`src/rtl/fetch_stage_if.sv`:
```
// Instruction-memory read handshake between the fetch stage (master) and imem (slave).
// addr is held while req is high; ack is a one-cycle completion pulse carrying rdata.
interface fetch_stage_if #(
   parameter int ADDR_W = 16
);
   logic              req;
   logic [ADDR_W-1:0] addr;
   logic [15:0]       rdata;
   logic              ack;

   modport master (output req, output addr, input rdata, input ack);
   modport slave  (input req, input addr, output rdata, output ack);
endinterface

```
`src/rtl/fetch_stage.sv`:
```
// Instruction-fetch stage: owns the PC, drives the imem handshake and loads IF/ID.
// A one-entry skid buffer absorbs stalls; redirect/HALT on an in-flight request park in DROP.
module fetch_stage #(
   parameter int                ADDR_W   = 16,
   parameter logic [ADDR_W-1:0] RESET_PC = '0
) (
   input  logic              clk,
   input  logic              rst_n,
   fetch_stage_if.master     imem,
   input  logic              i_stall_in,
   input  logic              i_redirect,
   input  logic [ADDR_W-1:0] i_redirect_pc,
   input  logic              i_halt,
   output logic              o_ifid_valid,
   output logic [15:0]       o_ifid_instr,
   output logic [ADDR_W-1:0] o_ifid_pc2,
   output logic              o_halted
);

   // state    | meaning
   // ST_FETCH | normal fetch; request whenever the skid buffer is empty
   // ST_DROP  | in-flight data is discarded on ack; then r_drop_pc or HALT
   // ST_HALT  | fetch stopped; left only through reset
   typedef enum logic [1:0] {
      ST_FETCH = 2'd0,
      ST_DROP  = 2'd1,
      ST_HALT  = 2'd2
   } state_t;

   state_t            r_state;
   logic              r_run;
   logic [ADDR_W-1:0] r_pc;
   logic [ADDR_W-1:0] r_drop_pc;
   logic              r_drop_halt;
   logic              r_buf_valid;
   logic [15:0]       r_buf_instr;
   logic [ADDR_W-1:0] r_buf_pc2;
   logic              r_ifid_valid;
   logic [15:0]       r_ifid_instr;
   logic [ADDR_W-1:0] r_ifid_pc2;

   state_t            w_nxt_state;
   logic [ADDR_W-1:0] w_nxt_pc;
   logic [ADDR_W-1:0] w_nxt_drop_pc;
   logic              w_nxt_drop_halt;
   logic              w_nxt_buf_valid;
   logic [15:0]       w_nxt_buf_instr;
   logic [ADDR_W-1:0] w_nxt_buf_pc2;
   logic              w_nxt_ifid_valid;
   logic [15:0]       w_nxt_ifid_instr;
   logic [ADDR_W-1:0] w_nxt_ifid_pc2;

   logic              w_req;
   logic              w_ack;
   logic [ADDR_W-1:0] w_pc2;

   // r_run keeps the request low during reset and for the first edge after release
   assign w_req = r_run && (((r_state == ST_FETCH) && !r_buf_valid) || (r_state == ST_DROP));
   assign w_ack = imem.ack && w_req;
   assign w_pc2 = r_pc + ADDR_W'(2);

   assign imem.req     = w_req;
   assign imem.addr    = r_pc;
   assign o_ifid_valid = r_ifid_valid;
   assign o_ifid_instr = r_ifid_instr;
   assign o_ifid_pc2   = r_ifid_pc2;
   assign o_halted     = (r_state == ST_HALT);

   always_ff @(posedge clk or negedge rst_n) begin
      if (!rst_n) begin
         r_state      <= ST_FETCH;
         r_run        <= 1'b0;
         r_pc         <= RESET_PC;
         r_drop_pc    <= '0;
         r_drop_halt  <= 1'b0;
         r_buf_valid  <= 1'b0;
         r_buf_instr  <= '0;
         r_buf_pc2    <= '0;
         r_ifid_valid <= 1'b0;
         r_ifid_instr <= '0;
         r_ifid_pc2   <= '0;
      end else begin
         r_state      <= w_nxt_state;
         r_run        <= 1'b1;
         r_pc         <= w_nxt_pc;
         r_drop_pc    <= w_nxt_drop_pc;
         r_drop_halt  <= w_nxt_drop_halt;
         r_buf_valid  <= w_nxt_buf_valid;
         r_buf_instr  <= w_nxt_buf_instr;
         r_buf_pc2    <= w_nxt_buf_pc2;
         r_ifid_valid <= w_nxt_ifid_valid;
         r_ifid_instr <= w_nxt_ifid_instr;
         r_ifid_pc2   <= w_nxt_ifid_pc2;
      end
   end

   always_comb begin
      w_nxt_state      = r_state;
      w_nxt_pc         = r_pc;
      w_nxt_drop_pc    = r_drop_pc;
      w_nxt_drop_halt  = r_drop_halt;
      w_nxt_buf_valid  = r_buf_valid;
      w_nxt_buf_instr  = r_buf_instr;
      w_nxt_buf_pc2    = r_buf_pc2;
      w_nxt_ifid_valid = r_ifid_valid;
      w_nxt_ifid_instr = r_ifid_instr;
      w_nxt_ifid_pc2   = r_ifid_pc2;

      case (r_state)
         ST_HALT: begin
            if (!i_stall_in) begin
               w_nxt_ifid_valid = 1'b0;
            end
         end
         ST_FETCH, ST_DROP: begin
            if (i_redirect) begin
               w_nxt_ifid_valid = 1'b0;
               w_nxt_buf_valid  = 1'b0;
               if (w_req && !w_ack) begin
                  w_nxt_drop_pc   = i_redirect_pc;
                  w_nxt_drop_halt = 1'b0;
                  w_nxt_state     = ST_DROP;
               end else begin
                  w_nxt_pc    = i_redirect_pc;
                  w_nxt_state = ST_FETCH;
               end
            end else if (i_halt) begin
               // anything in the skid buffer is younger than the HALT and is dropped
               w_nxt_buf_valid = 1'b0;
               if (!i_stall_in) begin
                  w_nxt_ifid_valid = 1'b0;
               end
               if (w_req && !w_ack) begin
                  w_nxt_drop_halt = 1'b1;
                  w_nxt_state     = ST_DROP;
               end else begin
                  w_nxt_state = ST_HALT;
               end
            end else if (r_state == ST_DROP) begin
               if (!i_stall_in) begin
                  w_nxt_ifid_valid = 1'b0;
               end
               if (w_ack) begin
                  if (r_drop_halt) begin
                     w_nxt_state = ST_HALT;
                  end else begin
                     w_nxt_pc    = r_drop_pc;
                     w_nxt_state = ST_FETCH;
                  end
               end
            end else if (w_ack) begin
               w_nxt_pc = w_pc2;
               if (!i_stall_in) begin
                  w_nxt_ifid_valid = 1'b1;
                  w_nxt_ifid_instr = imem.rdata;
                  w_nxt_ifid_pc2   = w_pc2;
               end else begin
                  w_nxt_buf_valid = 1'b1;
                  w_nxt_buf_instr = imem.rdata;
                  w_nxt_buf_pc2   = w_pc2;
               end
            end else if (!i_stall_in) begin
               if (r_buf_valid) begin
                  w_nxt_ifid_valid = 1'b1;
                  w_nxt_ifid_instr = r_buf_instr;
                  w_nxt_ifid_pc2   = r_buf_pc2;
                  w_nxt_buf_valid  = 1'b0;
               end else begin
                  w_nxt_ifid_valid = 1'b0;
               end
            end
         end
         default: begin
            w_nxt_state = ST_FETCH;
         end
      endcase
   end

endmodule

```
`src/flat_wrapper.sv`:
```
// flat-port wrapper written by rule: the top's interface ports become plain ports
module fetch_stage_flat 
#(
   parameter int                ADDR_W   = 16,
   parameter logic [ADDR_W-1:0] RESET_PC = '0
)
  (clk, rst_n, i_stall_in, i_redirect, i_redirect_pc, i_halt, o_ifid_valid, o_ifid_instr, o_ifid_pc2, o_halted, imem_req, imem_addr, imem_rdata, imem_ack);
  fetch_stage_if #(.ADDR_W(ADDR_W)) imem_i ();
  input  logic clk;
  input  logic rst_n;
  input  logic i_stall_in;
  input  logic i_redirect;
  input  logic [ADDR_W-1:0] i_redirect_pc;
  input  logic i_halt;
  output logic o_ifid_valid;
  output logic [15:0] o_ifid_instr;
  output logic [ADDR_W-1:0] o_ifid_pc2;
  output logic o_halted;
  output wire logic [$bits(imem_i.req)-1:0] imem_req;
  output wire logic [$bits(imem_i.addr)-1:0] imem_addr;
  input wire logic [$bits(imem_i.rdata)-1:0] imem_rdata;
  input wire logic [$bits(imem_i.ack)-1:0] imem_ack;
  assign imem_req = imem_i.req;
  assign imem_addr = imem_i.addr;
  assign imem_i.rdata = imem_rdata;
  assign imem_i.ack = imem_ack;
  fetch_stage #(.ADDR_W(ADDR_W), .RESET_PC(RESET_PC)) u_core (.clk(clk), .rst_n(rst_n), .imem(imem_i), .i_stall_in(i_stall_in), .i_redirect(i_redirect), .i_redirect_pc(i_redirect_pc), .i_halt(i_halt), .o_ifid_valid(o_ifid_valid), .o_ifid_instr(o_ifid_instr), .o_ifid_pc2(o_ifid_pc2), .o_halted(o_halted));
endmodule
```
`config.mk`:
```
export PLATFORM = sky130hd
export DESIGN_NAME = fetch_stage_flat
export DESIGN_NICKNAME = d
export VERILOG_FILES = /design/src/rtl/fetch_stage_if.sv /design/src/rtl/fetch_stage.sv /design/src/flat_wrapper.sv
export SDC_FILE = /design/constraint.sdc
export NUM_CORES = 1
export LEC_CHECK = 0
export ABC_AREA = 1
export CAP_MARGIN = 10
export CORE_MARGIN = 3
export CORE_UTILIZATION = 50
export CTS_CLUSTER_DIAMETER = 120
export DETAILED_ROUTE_END_ITERATION = 16
export PLACE_DENSITY = 0.75
export SETUP_SLACK_MARGIN = 0.1
export SYNTH_ARGS = -nofsm -noshare
export SYNTH_HDL_FRONTEND = slang
export SYNTH_SLANG_ARGS = --single-unit
```
`constraint.sdc`:
```
create_clock -name clk -period 4.07 [get_ports clk]
set_input_delay 0.814 -clock clk [delete_from_list [all_inputs] [get_ports clk]]
set_output_delay 0.814 -clock clk [all_outputs]
set_load 0.03 [all_outputs]
```
== Word-level counts from Yosys, hierarchy flattened ==
Cells that the tools add are included.
Cells by class
  $add $sub $neg: 1
  equal/unequal tests: 11
  multiplexer cells: 42
  bitwise operators: 5
  reductions and logical operators: 21
Operator list (count)
  $mux 16: 15
  $mux 1: 19
  $add 16x2->16 const B: 1
  $mux 2: 6
  $reduce_and 6->1: 2
  $reduce_and 3->1: 3
  $ne 4x3->1 const B: 2
  $reduce_bool 2->1: 4
  $ne 3x3->1 const B: 2
  $ne 5x4->1 const B: 1
  $not 1->1: 5
  $reduce_and 5->1: 1
  $logic_and 1x1->1: 4
  $ne 2x2->1 const B: 2
  $ne 4x1->1 const B: 1
  $ne 4x4->1 const B: 1
  $pmux 2 s2: 1
  $reduce_and 4->1: 1
  $eq 2x1->1 const B: 1
  $eq 2x2->1 const B: 1
  $logic_not 1->1: 2
  $logic_not 2->1: 1
  $pmux 1 s2: 1
  $reduce_and 2->1: 1
  2 further kinds: 2
Storage, ports and cells
  register bits after elaboration: 102
  bits of input ports: 38
  word-level logic and storage cells: 91

== Depth between registers and ports, before layout ==
Gate-level depths: netlist (run 1).
  depth in word-level cells: 11
  gate-level depth with buffers: 11
  mapped depth without buffers: 10

== Least setup slack after synthesis (run 1) ==
Ideal clock, no wire load.
  kind: input port to flip-flop
  from: input i_halt
  to: register u_core.r_ifid_pc2[10], in the netlist u_core.o_ifid_pc2[10]
  setup time: 0.117 ns
  arrival time: 1.806 ns
  required time: 3.953 ns
  slack: 2.147 ns
  cell stages on the path: 10
  path through: nor2_2 nand2_2 inv_1 nand2_1 o21ai_1 nand2_1 buf_2 buf_4 nand2_1 nand2_1
Between the ends
  cells in the longest elaborated chain, start to end: 2
RTL lines
  start: declaration: RTL line flat_wrapper.sv:14  | input logic i_halt;
  $not 1->1 (no line)
  $reduce_and 6->1 (no line)
  end signal: assignment: RTL line fetch_stage.sv:93  | r_ifid_pc2 <= w_nxt_ifid_pc2;
  end: declaration: RTL line fetch_stage.sv:40  | logic [ADDR_W-1:0] r_ifid_pc2;
Every way passes these cells.
A chain may end at the register's enable or synchronous reset.

== Worst setup path in the final report (run 1) ==
  from: register u_core.r_state[1]
  to: output imem_req
Between the ends
  cells in the longest elaborated chain, start to end: 4
  elaborated cells on any way between the ends: 5
  classes of those cells: 1 x eq/ne; 4 x reduce/logical
RTL lines
  start: declaration: RTL line fetch_stage.sv:30  | state_t r_state;
  start signal: assignment: RTL line fetch_stage.sv:83  | r_state <= w_nxt_state;
  $logic_not 2->1: RTL line fetch_stage.sv:58  | assign w_req = r_run && (((r_state == ST_FETCH) && !r_buf_valid) || (r_state == ST_DROP));
  $logic_and 1x1->1: RTL line fetch_stage.sv:58
  $logic_or 1x1->1 *: RTL line fetch_stage.sv:58
  $logic_and 1x1->1 *: RTL line fetch_stage.sv:58
  end: declaration: RTL line flat_wrapper.sv:19  | output wire logic [$bits(imem_i.req)-1:0] imem_req;
Every way passes the cells marked *; elsewhere a longest branch is shown, timed or not.

==> summary.txt, run 1 <==
Logic synthesis
  • Distinct cell type count after synthesis: 29
  • Most instantiated flip-flop cell in the synthesis netlist: dfrtp_1
  • Cell area after synthesis: about 4900 µm²
  • Number of enable-type register cells in the synthesized netlist: 0
  • Post-synthesis cell count: approximately 650
  • Sequential share of the synthesized area: 0.516
  • Post-Syn Area per Cell: approximately 7.6 µm²
  • Number of synthesized register bits: 102
  • Fraction of synthesis flops using an asynchronous set or reset pin: 1.00
  • Syn. warnings: 0
  • Net Count, Synth: 687

Floorplan
  • Chip Height: 105 µm
  • Effective utilization at floorplan: 0.526
  • Die area: approximately 11,000 µm²
  • IO Count: a little under 90
  • Standard-cell rows: 35
  • Die Width: roughly 110 µm
  • Placeable core area: 9420 µm²

Critical path
  • Maximum cell stage delay along the critical path: ~0.67 ns
  • Cell family contributing the most delay on the critical path: buffers and inverters
  • Critical Path Sink Type: output port
  • Startpoint class of the critical path: register
  • Number of buffers and inverters on the critical path: 2
  • Data arrival time of the critical path: 1.92 ns
  • FF-to-FF Start: u_core.r_state[1]$_DFFE_PN0P_
  • Critical path type: reg -> out
  • Critical path's slowest cell: clkdlybuf4s50_1
  • Terminus of the critical flop-to-flop path: u_core.o_ifid_pc2[6]$_DFFE_PN0P_
  • Register-to-register setup slack: about 1.6 ns
  • Largest driver fanout on the critical path: 7
  • List of cells traversed by the critical path: nor2_2, nand2_1, inv_1, clkdlybuf4s50_1
  • Critical Path RT: approximately 3.3 ns
  • Reg2reg path depth: 7

STA
  • Crit path time final: 2.73 ns
  • Max Clock Skew: 0.0174 ns
  • Period utilisation layout: 0.672
  • Fmax: around 0.37 GHz
  • Final setup violating endpoints: 0
  • Setup repair after global routing missed its margin: false
  • Worst Slack Setup Final: around 1.3 ns
  • Final max-slew violation count: 0
  • Number of endpoints with negative hold slack in the final report: 0
  • Worst-Margin Slew: a little over 0.9 ns
  • Relative max-transition margin: 0.381
  • Final setup TNS: 0 ns

Clocking
  • Number of clock sinks: roughly 100
  • Number of buffers added for setup after CTS: 0
  • Clock input transition at the sequential cells of the worst setup and hold paths: 0.11 ns
  • Clock latency of the later-clocked register in the worst-skew pair: ~0.37 ns
  • Deepest level of the CTS H-tree: 3
  • Number of buffers inserted during clock tree synthesis: 9
  • Clock tree from TritonCTS: yes
  • Root buffer cell: clkbuf_8
  • Hold-fix buffers, CTS: 0
  • Number of instances resized during post-cts repair: 0
  • Number of buffers on the longest clock path: 2

Power and ir drop
  • Share of power burned in combinational logic: 0.394
  • Clock share of power: 0.184
  • Switching power summed over all nets: around 1.5 mW
  • Internal portion of total power: 2.19 mW
  • Switching share of total power: 0.409
  • Maximum resistive drop on vdd: ~0.00039 V
  • Sequential power share: 0.422
  • Lkg Pwr: approximately 3 nW
  • Total power divided by cell area: 607 nW/µm²

Global route
  • Wire length of the first global-routing pass: slightly below 20,000 µm
  • GRT Total Usage: 0.212
  • Pin count of the biggest net entering global routing: 60
  • Number of antenna violations at the first check in global routing: 0
  • GRT Residual Overflow: 0
  • Number of global-route vias before repair: ~4,200

Final layout
  • Ratio of cells with drive above 1 in the final layout: 0.0671
  • Layout net count: approximately 760
  • Fin cells: ~860
  • Antenna Cells: 0
  • Area added between synthesis and finish: 23.5%

Place
  • Post-Place Worst Slack: 0.950 ns
  • Placed wire-length estimate: 8190 µm
  • Cells after DPL: approximately 840
  • Final weighted congestion in routability-driven placement: around 0.84
  • Count of buffers inserted at the top-level ports: 88

Routing
  • Aggregate routed wire length: between 10,000 and 15,000 µm
  • Iteration-0 DRC Markers: between 200 and 250
  • Count of nets left with antenna violations after detail routing: 0
  • Average wire length per cell after detail routing: ~13 µm
  • Post-route DRC: 0
  • Pre-Repair DR Iteration Count: 5
  • Average vias per placed instance: between 5 and 6
  • Via count: between 4,000 and 5,000

Flow run
  • Total of max-cap violations: 0

Hold path
  • Min-delay worst type: in -> async

Run status
  • Outcome: finished, final reports clean
-- metrics by stage --
step	hold slack, ns	utilization	power, mW	area, µm²
floorplan	0.437	-	2.45	4950
global placement	0.448	0.627	3.00	5900
detailed placement	0.453	0.627	3.04	5900
CTS	0.409	0.649	3.72	6110
global route	0.433	0.649	3.95	6110
finish	0.406	0.649	3.71	6110
-- cell families (layout without fill, tap and decap cells) --
family	after synthesis	after routing	synth area share
simple gates	368	368	0.305
flops	102	102	0.516
compound gates	98	98	0.107
buf+inv	75	157	0.0634
xor+xnor	3	3	0.00531
fa+ha+maj	1	1	0.00253
other cells	1	1	0.000758
-- flip-flops by register name (all words and copies together), names as in the netlist --
signal               cells
u_core.o_ifid_valid      1
u_core.r_drop_pc        16
u_core.r_buf_valid       1
u_core.r_drop_halt       1
u_core.r_state           2
u_core.o_ifid_instr     16
u_core.r_buf_pc2        16
u_core.o_ifid_pc2       16
u_core.imem.addr        16
u_core.r_buf_instr      16
u_core.r_run             1
-- worst max-delay path by stage --
stage	start	slack, ns	endpoint	depth (start not counted)
global placement	imem_ack	0.98	u_core.o_ifid_pc2[7]$_DFFE_PN0P_	7
global route	imem_ack	1.05	u_core.o_ifid_pc2[6]$_DFFE_PN0P_	7
CTS	u_core.r_state[1]$_DFFE_PN0P_	1.32	imem_req	4
floorplan	i_halt	2.15	u_core.o_ifid_pc2[10]$_DFFE_PN0P_	10
detailed placement	imem_ack	0.95	u_core.o_ifid_pc2[6]$_DFFE_PN0P_	7
finish	u_core.r_state[1]$_DFFE_PN0P_	1.34	imem_req	4
-- layout make-up --
type / instances / area [µm²]
sequential: 102 / 2550
inverter: 47 / 176
clock buffer: 10 / 138
fill: 836 / 3300
multi-input combinational: 471 / 2090
clock inverter: 6 / 73.8
tap: 129 / 161
timing repair buffer: 94 / 923
-- cell usage in the layout (no fill, tap or decap), types with 10 or more instances in the layout --
| cell | count |
|---|---|
| clkbuf_8 | 10 |
| clkdlybuf4s50_1 | 87 |
| dfrtp_1 | 102 |
| inv_1 | 44 |
| nand2_1 | 278 |
| nand3_1 | 29 |
| nor2_1 | 32 |
| o21ai_0 | 67 |
| o22ai_1 | 15 |
| or2_2 | 15 |
-- layer usage --
metal / global-route usage / up-vias / routed length (µm)
met5: 0 / - / 0
met4: 0.0722 / 0 / 172
met3: 0.0331 / 16 / 564
met2: 0.336 / 123 / 5190
met1: 0.301 / 2060 / 5560
li1: - / 2206 / -
-- Yosys cell counts (all sizes together) (2+ instances only) --
cell type,n,share of area
o21ai,71,0.072
o211ai,4,0.0061
nand3,30,0.033
buf,17,0.019
clkbuf,11,0.0083
nor2,35,0.028
a21boi,2,0.0030
xnor2,2,0.0035
o22ai,15,0.019
dfrtp,102,0.52
nand4,4,0.0051
or2,15,0.019
a21oi,4,0.0040
nand3b,2,0.0030
inv,47,0.036
nand2,281,0.21
-- power by group through the flow --
stage | Sequential, mW | Combinational (mW) | Clock (mW)
6_report | 1.56 | 1.46 | 0.684
5_1_grt | 1.61 | 1.61 | 0.734
4_1_cts | 1.56 | 1.47 | 0.695
3_5_place_dp | 1.58 | 1.46 | 0
3_3_place_gp | 1.57 | 1.43 | 0
2_1_floorplan | 1.81 | 0.633 | 0
Power figures use the tool's default switching activity.
==> run 2: changes to the inputs <==
--- a/config.mk
+++ b/config.mk
@@ -8,7 +8,7 @@
 export ABC_AREA = 1
 export CAP_MARGIN = 10
 export CORE_MARGIN = 3
-export CORE_UTILIZATION = 50
+export CORE_UTILIZATION = 48
 export CTS_CLUSTER_DIAMETER = 120
 export DETAILED_ROUTE_END_ITERATION = 16
 export PLACE_DENSITY = 0.75
==> constraint.sdc (replaced) <==
create_clock -name clk -period 2.3 [get_ports clk]
set_input_delay 0.46 -clock clk [delete_from_list [all_inputs] [get_ports clk]]
set_output_delay 0.46 -clock clk [all_outputs]
set_load 0.03 [all_outputs]
==> run 2 against run 1 <==
  * Setup slack lost 1.1 ns
  * Sequential cell count is the same
  * Utilization shrank 3.0 points
  * Hold slack lost 0.36 ns
  * Largest cell class unchanged
  * Routed wire length shrank 1.3%
==> summary.txt, run 2 (synthesized netlist as in run 1, its figures left out) <==
Run status
  • Outcome: finished, final reports clean (unchanged)

Place
  • Final weighted congestion in routability-driven placement: 0.815 (was 0.839)
  • Count of buffers inserted at the top-level ports: 88 (unchanged)
  • Placed wire-length estimate: 8280 µm (was 8190 µm)
  • Post-Place Worst Slack: 0.141 ns (was 0.950 ns)

Floorplan
  • IO Count: 89 (unchanged)
  • Standard-cell rows: 36 (was 35)
  • Die Width: 108 µm (was 105 µm)
  • Placeable core area: 9910 µm² (was 9420 µm²)
  • Die area: 11,600 µm² (was 11,100 µm²)
  • Chip Height: 108 µm (was 105 µm)
  • Effective utilization at floorplan: 0.499 (was 0.526)

Clocking
  • Clock input transition at the sequential cells of the worst setup and hold paths: 0.10 ns (was 0.11 ns)
  • Number of buffers on the longest clock path: 2 (unchanged)
  • Deepest level of the CTS H-tree: 3 (unchanged)
  • Root buffer cell: clkbuf_8 (unchanged)
  • Number of clock sinks: 102 (unchanged)
  • Clock latency of the later-clocked register in the worst-skew pair: 0.37 ns (about the same)
  • Clock tree from TritonCTS: yes (unchanged)
  • Number of buffers inserted during clock tree synthesis: 9 (unchanged)

Power and ir drop
  • Sequential power share: 0.434 (was 0.422)
  • Lkg Pwr: 3.03 nW (was 3.01 nW)
  • Switching share of total power: 0.410 (was 0.409)
  • Total power divided by cell area: 1040 nW/µm² (was 607 nW/µm²)
  • Internal portion of total power: 3.76 mW (was 2.19 mW)
  • Clock share of power: 0.163 (was 0.184)
  • Switching power summed over all nets: 2.61 mW (was 1.52 mW)
  • Maximum resistive drop on vdd: 0.000654 V (was 0.000385 V)
  • Share of power burned in combinational logic: 0.402 (was 0.394)

Critical path
  • Largest driver fanout on the critical path: 7 (unchanged)
  • List of cells traversed by the critical path: nor2_2, nand2_1, inv_1, dlygate4sd2_1 (was nor2_2, nand2_1, inv_1, clkdlybuf4s50_1)
  • Critical Path RT: 1.84 ns (was 3.26 ns)
  • Critical path's slowest cell: dfrtp_1 (was clkdlybuf4s50_1)
  • Data arrival time of the critical path: 1.65 ns (was 1.92 ns)
  • Number of buffers and inverters on the critical path: 2 (unchanged)
  • Maximum cell stage delay along the critical path: 0.47 ns (was 0.67 ns)
  • Startpoint class of the critical path: register (unchanged)
  • Critical Path Sink Type: output port (unchanged)
  • Critical path type: reg -> out (unchanged)
  • Cell family contributing the most delay on the critical path: buffers and inverters (unchanged)

Final layout
  • Ratio of cells with drive above 1 in the final layout: 0.0720 (was 0.0671)
  • Fill cell total of the finished layout: 890 (was 836)
  • Commonest cells after routing, fill and taps aside: nand2_1 (278), dfrtp_1 (102), clkdlybuf4s50_1 (85) (was nand2_1 (278), dfrtp_1 (102), clkdlybuf4s50_1 (87))
  • Seq. cell area: 2550 µm² (unchanged)
  • Most common cell after layout, fill and taps aside: nand2_1 (unchanged)
  • Area added between synthesis and finish: 24.0% (was 23.5%)
  • Layout net count: 770 (was 764)
  • Antenna Cells: 0 (unchanged)
  • Total area of multi-input combinational cells: 2090 µm² (unchanged)

Routing
  • Iteration-0 DRC Markers: 226 (was 239)
  • Count of nets left with antenna violations after detail routing: 0 (unchanged)
  • Average vias per placed instance: 5.02 (was 5.13)
  • Average wire length per cell after detail routing: 13.0 µm (was 13.4 µm)
  • Pre-Repair DR Iteration Count: 5 (unchanged)
  • Via count: 4,362 (was 4,405)
  • Post-route DRC: 0 (unchanged)
  • Aggregate routed wire length: 11,300 µm (was 11,500 µm)

STA
  • Fmax: ~0.47 GHz
  • Final max-slew violation count: 0 (unchanged)
  • Worst Slack Setup Final: 0.192 ns (was 1.34 ns)
  • Final setup violating endpoints: 0 (unchanged)
  • Final setup TNS: 0 ns (unchanged)
  • Worst-Margin Slew: 0.592 ns (was 0.926 ns)
  • Max Clock Skew: 0.0170 ns (was 0.0174 ns)
  • Relative max-transition margin: 0.604 (was 0.381)
  • Crit path time final: roughly 2.1 ns
  • Setup repair after global routing missed its margin: false (unchanged)
  • Number of endpoints with negative hold slack in the final report: 0 (unchanged)
  • Period utilisation layout: 0.917

Global route
  • GRT Total Usage: 0.203 (was 0.212)
  • GRT Residual Overflow: 0 (unchanged)
  • Number of global-route vias before repair: 4,123 (was 4,247)
  • Number of antenna violations at the first check in global routing: 0 (unchanged)
  • Wire length of the first global-routing pass: 18,900 µm (was 19,600 µm)
  • Pin count of the biggest net entering global routing: 66 (was 60)

Hold path
  • Min-delay worst type: in -> async (unchanged)

Flow run
  • Total of max-cap violations: 0 (unchanged)
## run 2: cell count changes in the layout (fill, tap and decap cells not counted)
cell,delta
clkinv_2,+1
inv_6,-4
clkbuf_1,+2
clkdlybuf4s50_1,-2
clkinv_4,+2
bufinv_16,-1
dlygate4sd2_1,+2
buf_12,+1
buf_4,+5
## run 2: layout make-up
type	count	area share
well taps	133	0.0271
repair buffers	100	0.159
flip-flops and latches	102	0.416
clock buffers	12	0.0237
multi-input cells	471	0.340
inverters	47	0.0288
clock inverters	4	0.00510
## run 2: worst paths after layout
| check | from | endpoint | slack (ns) | cells past startpoint |
|---|---|---|---|---|
| hold reg to reg | u_core.r_buf_instr[2]$_DFFE_PN0P_ | u_core.r_buf_instr[2]$_DFFE_PN0P_ | 0.47 | 2 |
| min in group clk | u_core.r_buf_instr[2]$_DFFE_PN0P_ | u_core.r_buf_instr[2]$_DFFE_PN0P_ | 0.47 | 2 |
| setup / recovery | u_core.r_state[1]$_DFFE_PN0P_ | imem_req | 0.19 | 4 |
| hold / removal | rst_n | u_core.o_ifid_instr[7]$_DFFE_PN0P_ | 0.05 | 1 |
| max in group asynchronous | rst_n | u_core.r_buf_pc2[12]$_DFFE_PN0P_ | 1.54 | 2 |
| setup reg to reg | u_core.r_state[1]$_DFFE_PN0P_ | u_core.o_ifid_instr[15]$_DFFE_PN0P_ | 0.45 | 7 |
## run 2: worst reg2reg max path: stages (launching register included)
cell and delay [ns]:
dfrtp_1 0.47, nor2_2 0.23, nand3_4 0.24, o21ai_1 0.27, nand2_2 0.07, buf_4 0.24, nand2_1 0.11, o21ai_0 0.08
## run 2: metal layers
layer  global-route usage  up-vias  wire [µm]
li1                     -     2223          -
met4               0.0613        0        129
met2                0.317      129       4970
met3               0.0318       12        678
met1                0.293     1998       5560
met5                    0        -          0
## run 2: power by group through the flow
stage,logic (mW),clock network (mW),registers (mW)
after floorplan,1.12,0,3.21
after global placement,2.53,0,2.77
after detailed placement,2.58,0,2.79
after CTS,2.58,1.07,2.76
after global routing,2.85,1.15,2.83
final,2.56,1.04,2.77
## run 2: per-stage QoR
stage / hold WS, ns / utilization / std cells / power (mW) / cell area [µm²]
floorplan: 0.164 / - / 648 / 4.33 / 4950
global route: 0.0720 / 0.619 / 869 / 6.83 / 6140
finish: 0.0478 / 0.619 / 869 / 6.37 / 6140
detailed placement: 0.454 / 0.602 / 853 / 5.37 / 5960
global placement: 0.448 / 0.602 / 853 / 5.30 / 5960
CTS: 0.0590 / 0.619 / 869 / 6.41 / 6140
## run 2: timing repair
item / in CTS / in global routing
hold buffers: 0 / 0
endpoints found under the hold margin: 0 / 0
buffers inserted: 0 / 0
gates resized for setup: 2 / 0
endpoints found under the setup margin: 2 / 0
==> run 3: changes to the inputs <==
==> constraint.sdc (replaced) <==
create_clock -name clk -period 2.3 [get_ports clk]
set_input_delay 0.345 -clock clk [delete_from_list [all_inputs] [get_ports clk]]
set_output_delay 0.345 -clock clk [all_outputs]
set_load 0.03 [all_outputs]
==> run 3 against run 2 <==
  * Sequential cell count unchanged
  * Clock skew down 0.0093 ns
  * Setup slack better by 0.11 ns
  * First-iteration DRC count up 30%
  * Final area up 0.29%
  * Routed wire length up 1.3%
  * Count of clock-buffer cells in the layout unchanged
  * Utilization up 0.18 points
  * Via count up 0.30%
  * Power up 0.22%
  * Sequential share of layout area down 0.12 points
  * Register-to-register slack better by 0.04 ns
  * Largest cell class unchanged
  * Largest power group unchanged
==> summary.txt, run 3 (synthesized netlist as in run 1, its figures left out) <==
Run status
  • Outcome: finished, final reports clean (unchanged)

Power and ir drop
  • Clock share of power: 0.162 (was 0.163)
  • Switching power summed over all nets: 2.60 mW (was 2.61 mW)
  • Share of power burned in combinational logic: 0.404 (was 0.402)
  • Internal portion of total power: 3.78 mW (was 3.76 mW)
  • Lkg Pwr: 3.03 nW (about the same)
  • Sequential power share: 0.434 (about the same)
  • Total power divided by cell area: 1040 nW/µm² (about the same)
  • Maximum resistive drop on vdd: 0.000621 V (was 0.000654 V)
  • Switching share of total power: 0.408 (was 0.410)

Clocking
  • Number of clock sinks: 102 (unchanged)
  • Clock tree from TritonCTS: yes (unchanged)
  • Number of buffers on the longest clock path: 2 (unchanged)
  • Deepest level of the CTS H-tree: 3 (unchanged)
  • Number of buffers inserted during clock tree synthesis: 9 (unchanged)
  • Root buffer cell: clkbuf_8 (unchanged)
  • Number of buffers added for setup after CTS: 0 (unchanged)
  • Clock latency of the later-clocked register in the worst-skew pair: 0.36 ns (was 0.37 ns)
  • Clock input transition at the sequential cells of the worst setup and hold paths: 0.09 ns (was 0.10 ns)

Final layout
  • Ratio of cells with drive above 1 in the final layout: 0.0707 (was 0.0720)
  • Area added between synthesis and finish: 24.3% (was 24.0%)
  • Most common cell after layout, fill and taps aside: nand2_1 (unchanged)
  • Antenna Cells: 0 (unchanged)
  • Layout net count: 770 (unchanged)
  • Commonest cells after routing, fill and taps aside: nand2_1 (278), dfrtp_1 (102), clkdlybuf4s50_1 (85) (unchanged)

Flow run
  • Total of max-cap violations: 0 (unchanged)

Global route
  • Number of global-route vias before repair: 4,065 (was 4,123)
  • Wire length of the first global-routing pass: 19,400 µm (was 18,900 µm)
  • GRT Total Usage: 0.207 (was 0.203)
  • GRT Residual Overflow: 0 (unchanged)
  • Pin count of the biggest net entering global routing: 60 (was 66)
  • Number of antenna violations at the first check in global routing: 0 (unchanged)

Routing
  • Average wire length per cell after detail routing: 13.2 µm (was 13.0 µm)
  • Aggregate routed wire length: 11,500 µm (was 11,300 µm)
  • Iteration-0 DRC Markers: 293 (was 226)
  • Via count: 4,375 (was 4,362)
  • Pre-Repair DR Iteration Count: 5 (unchanged)
  • Post-route DRC: 0 (unchanged)
  • Count of nets left with antenna violations after detail routing: 0 (unchanged)
  • Average vias per placed instance: 5.04 (was 5.02)

Floorplan
  • Placeable core area: 9910 µm² (unchanged)
  • Effective utilization at floorplan: 0.499 (unchanged)
  • Die area: 11,600 µm² (unchanged)
  • IO Count: 89 (unchanged)
  • Chip Height: 108 µm (unchanged)
  • Die Width: 108 µm (unchanged)
  • Standard-cell rows: 36 (unchanged)

Critical path
  • Critical Path RT: 1.96 ns (was 1.84 ns)
  • Startpoint class of the critical path: register (unchanged)
  • Critical path type: reg -> out (unchanged)
  • Critical Path Sink Type: output port (unchanged)
  • Largest driver fanout on the critical path: 7 (unchanged)
  • Data arrival time of the critical path: 1.65 ns (about the same)

STA
  • Relative max-transition margin: 0.599 (was 0.604)
  • Crit path time final: 1.99 ns (was 2.11 ns)
  • Fmax: 0.502 GHz (was 0.474 GHz)
  • Setup repair after global routing missed its margin: false (unchanged)
  • Number of endpoints with negative hold slack in the final report: 0 (unchanged)
  • Worst-Margin Slew: 0.601 ns (was 0.592 ns)
  • Final setup violating endpoints: 0 (unchanged)
  • Final max-slew violation count: 0 (unchanged)
  • Final setup TNS: 0 ns (unchanged)
  • Period utilisation layout: 0.867 (was 0.917)
  • Worst Slack Setup Final: 0.307 ns (was 0.192 ns)
  • Max Clock Skew: 0.00769 ns (was 0.0170 ns)

Place
  • Placed wire-length estimate: 8130 µm (was 8280 µm)
  • Count of buffers inserted at the top-level ports: 88 (unchanged)
  • Post-Place Worst Slack: 0.222 ns (was 0.141 ns)
  • Final weighted congestion in routability-driven placement: 0.866 (was 0.815)

Hold path
  • Min-delay worst type: reg -> reg (was in -> async)
-- run 3: cell count changes in the layout (fill, tap and decap cells not counted), sizes merged --
cell / previous run / this run
dlygate4sd3: 0 / 1
inv: 48 / 47
dlygate4sd2: 2 / 1
dlymetal6s2s: 0 / 1
clkinvlp: 0 / 2
buf: 13 / 12
clkinv: 3 / 1
-- run 3: metal layers --
| metal | GRT usage | vias to the layer above | wire, µm | share of wire |
|---|---|---|---|---|
| met5 | 0 | - | 0 | 0 |
| li1 | - | 2216 | - | - |
| met2 | 0.321 | 144 | 5150 | 0.45 |
| met4 | 0.0667 | 0 | 155 | 0.013 |
| met1 | 0.301 | 2003 | 5510 | 0.48 |
| met3 | 0.0306 | 12 | 673 | 0.059 |
-- run 3: repair_timing --
action                     CTS  global route
setup endpoints to repair    1             1
hold buffers                 1             0
hold endpoints to repair    34             0
resized for setup            1             1
-- run 3: critical path, stage by stage (launching register included) --
cell and delay, ns:
dfrtp_1 0.47, nor2_2 0.23, nand2_1 0.10, inv_1 0.08
dlygate4sd2_1 0.40
-- run 3: cell type report --
type	instances	area [µm²]
fill	885	3760
sequential	102	2550
multi-input combinational	471	2090
timing repair buffer	100	997
inverter	47	176
tap	133	166
clock buffer	12	155
clock inverter	3	20.0
-- run 3: final timing paths --
kind | from | endpoint | slack [ns] | depth (start not counted)
hold / removal | u_core.r_buf_instr[3]$_DFFE_PN0P_ | u_core.r_buf_instr[3]$_DFFE_PN0P_ | 0.47 | 2
max in group asynchronous | rst_n | u_core.imem.addr[12]$_DFFE_PN0P_ | 1.17 | 3
hold reg to reg | u_core.r_buf_instr[3]$_DFFE_PN0P_ | u_core.r_buf_instr[3]$_DFFE_PN0P_ | 0.47 | 2
setup / recovery | u_core.r_state[1]$_DFFE_PN0P_ | imem_req | 0.31 | 4
min in group asynchronous | rst_n | u_core.o_ifid_instr[6]$_DFFE_PN0P_ | 0.48 | 2
setup reg to reg | u_core.r_state[1]$_DFFE_PN0P_ | u_core.imem.addr[11]$_DFFE_PN0P_ | 0.49 | 8
-- run 3: power by group through the flow --
stage / Clock (mW) / Combinational (mW) / Sequential, mW
2_1_floorplan: 0 / 1.12 / 3.21
3_3_place_gp: 0 / 2.54 / 2.77
3_5_place_dp: 0 / 2.58 / 2.80
4_1_cts: 1.07 / 2.60 / 2.77
5_1_grt: 1.13 / 2.87 / 2.85
6_report: 1.03 / 2.58 / 2.77
-- run 3: metrics by stage --
step | hold slack [ns] | total power, mW | utilization | instance area [µm²] | std cells
after detailed placement | 0.327 | 5.38 | 0.602 | 5970 | 852
after global placement | 0.326 | 5.31 | 0.602 | 5970 | 852
after global routing | 0.497 | 6.85 | 0.621 | 6150 | 868
after floorplan | 0.0494 | 4.33 | - | 4950 | 648
after CTS | 0.475 | 6.44 | 0.621 | 6150 | 868
final | 0.473 | 6.39 | 0.621 | 6150 | 868
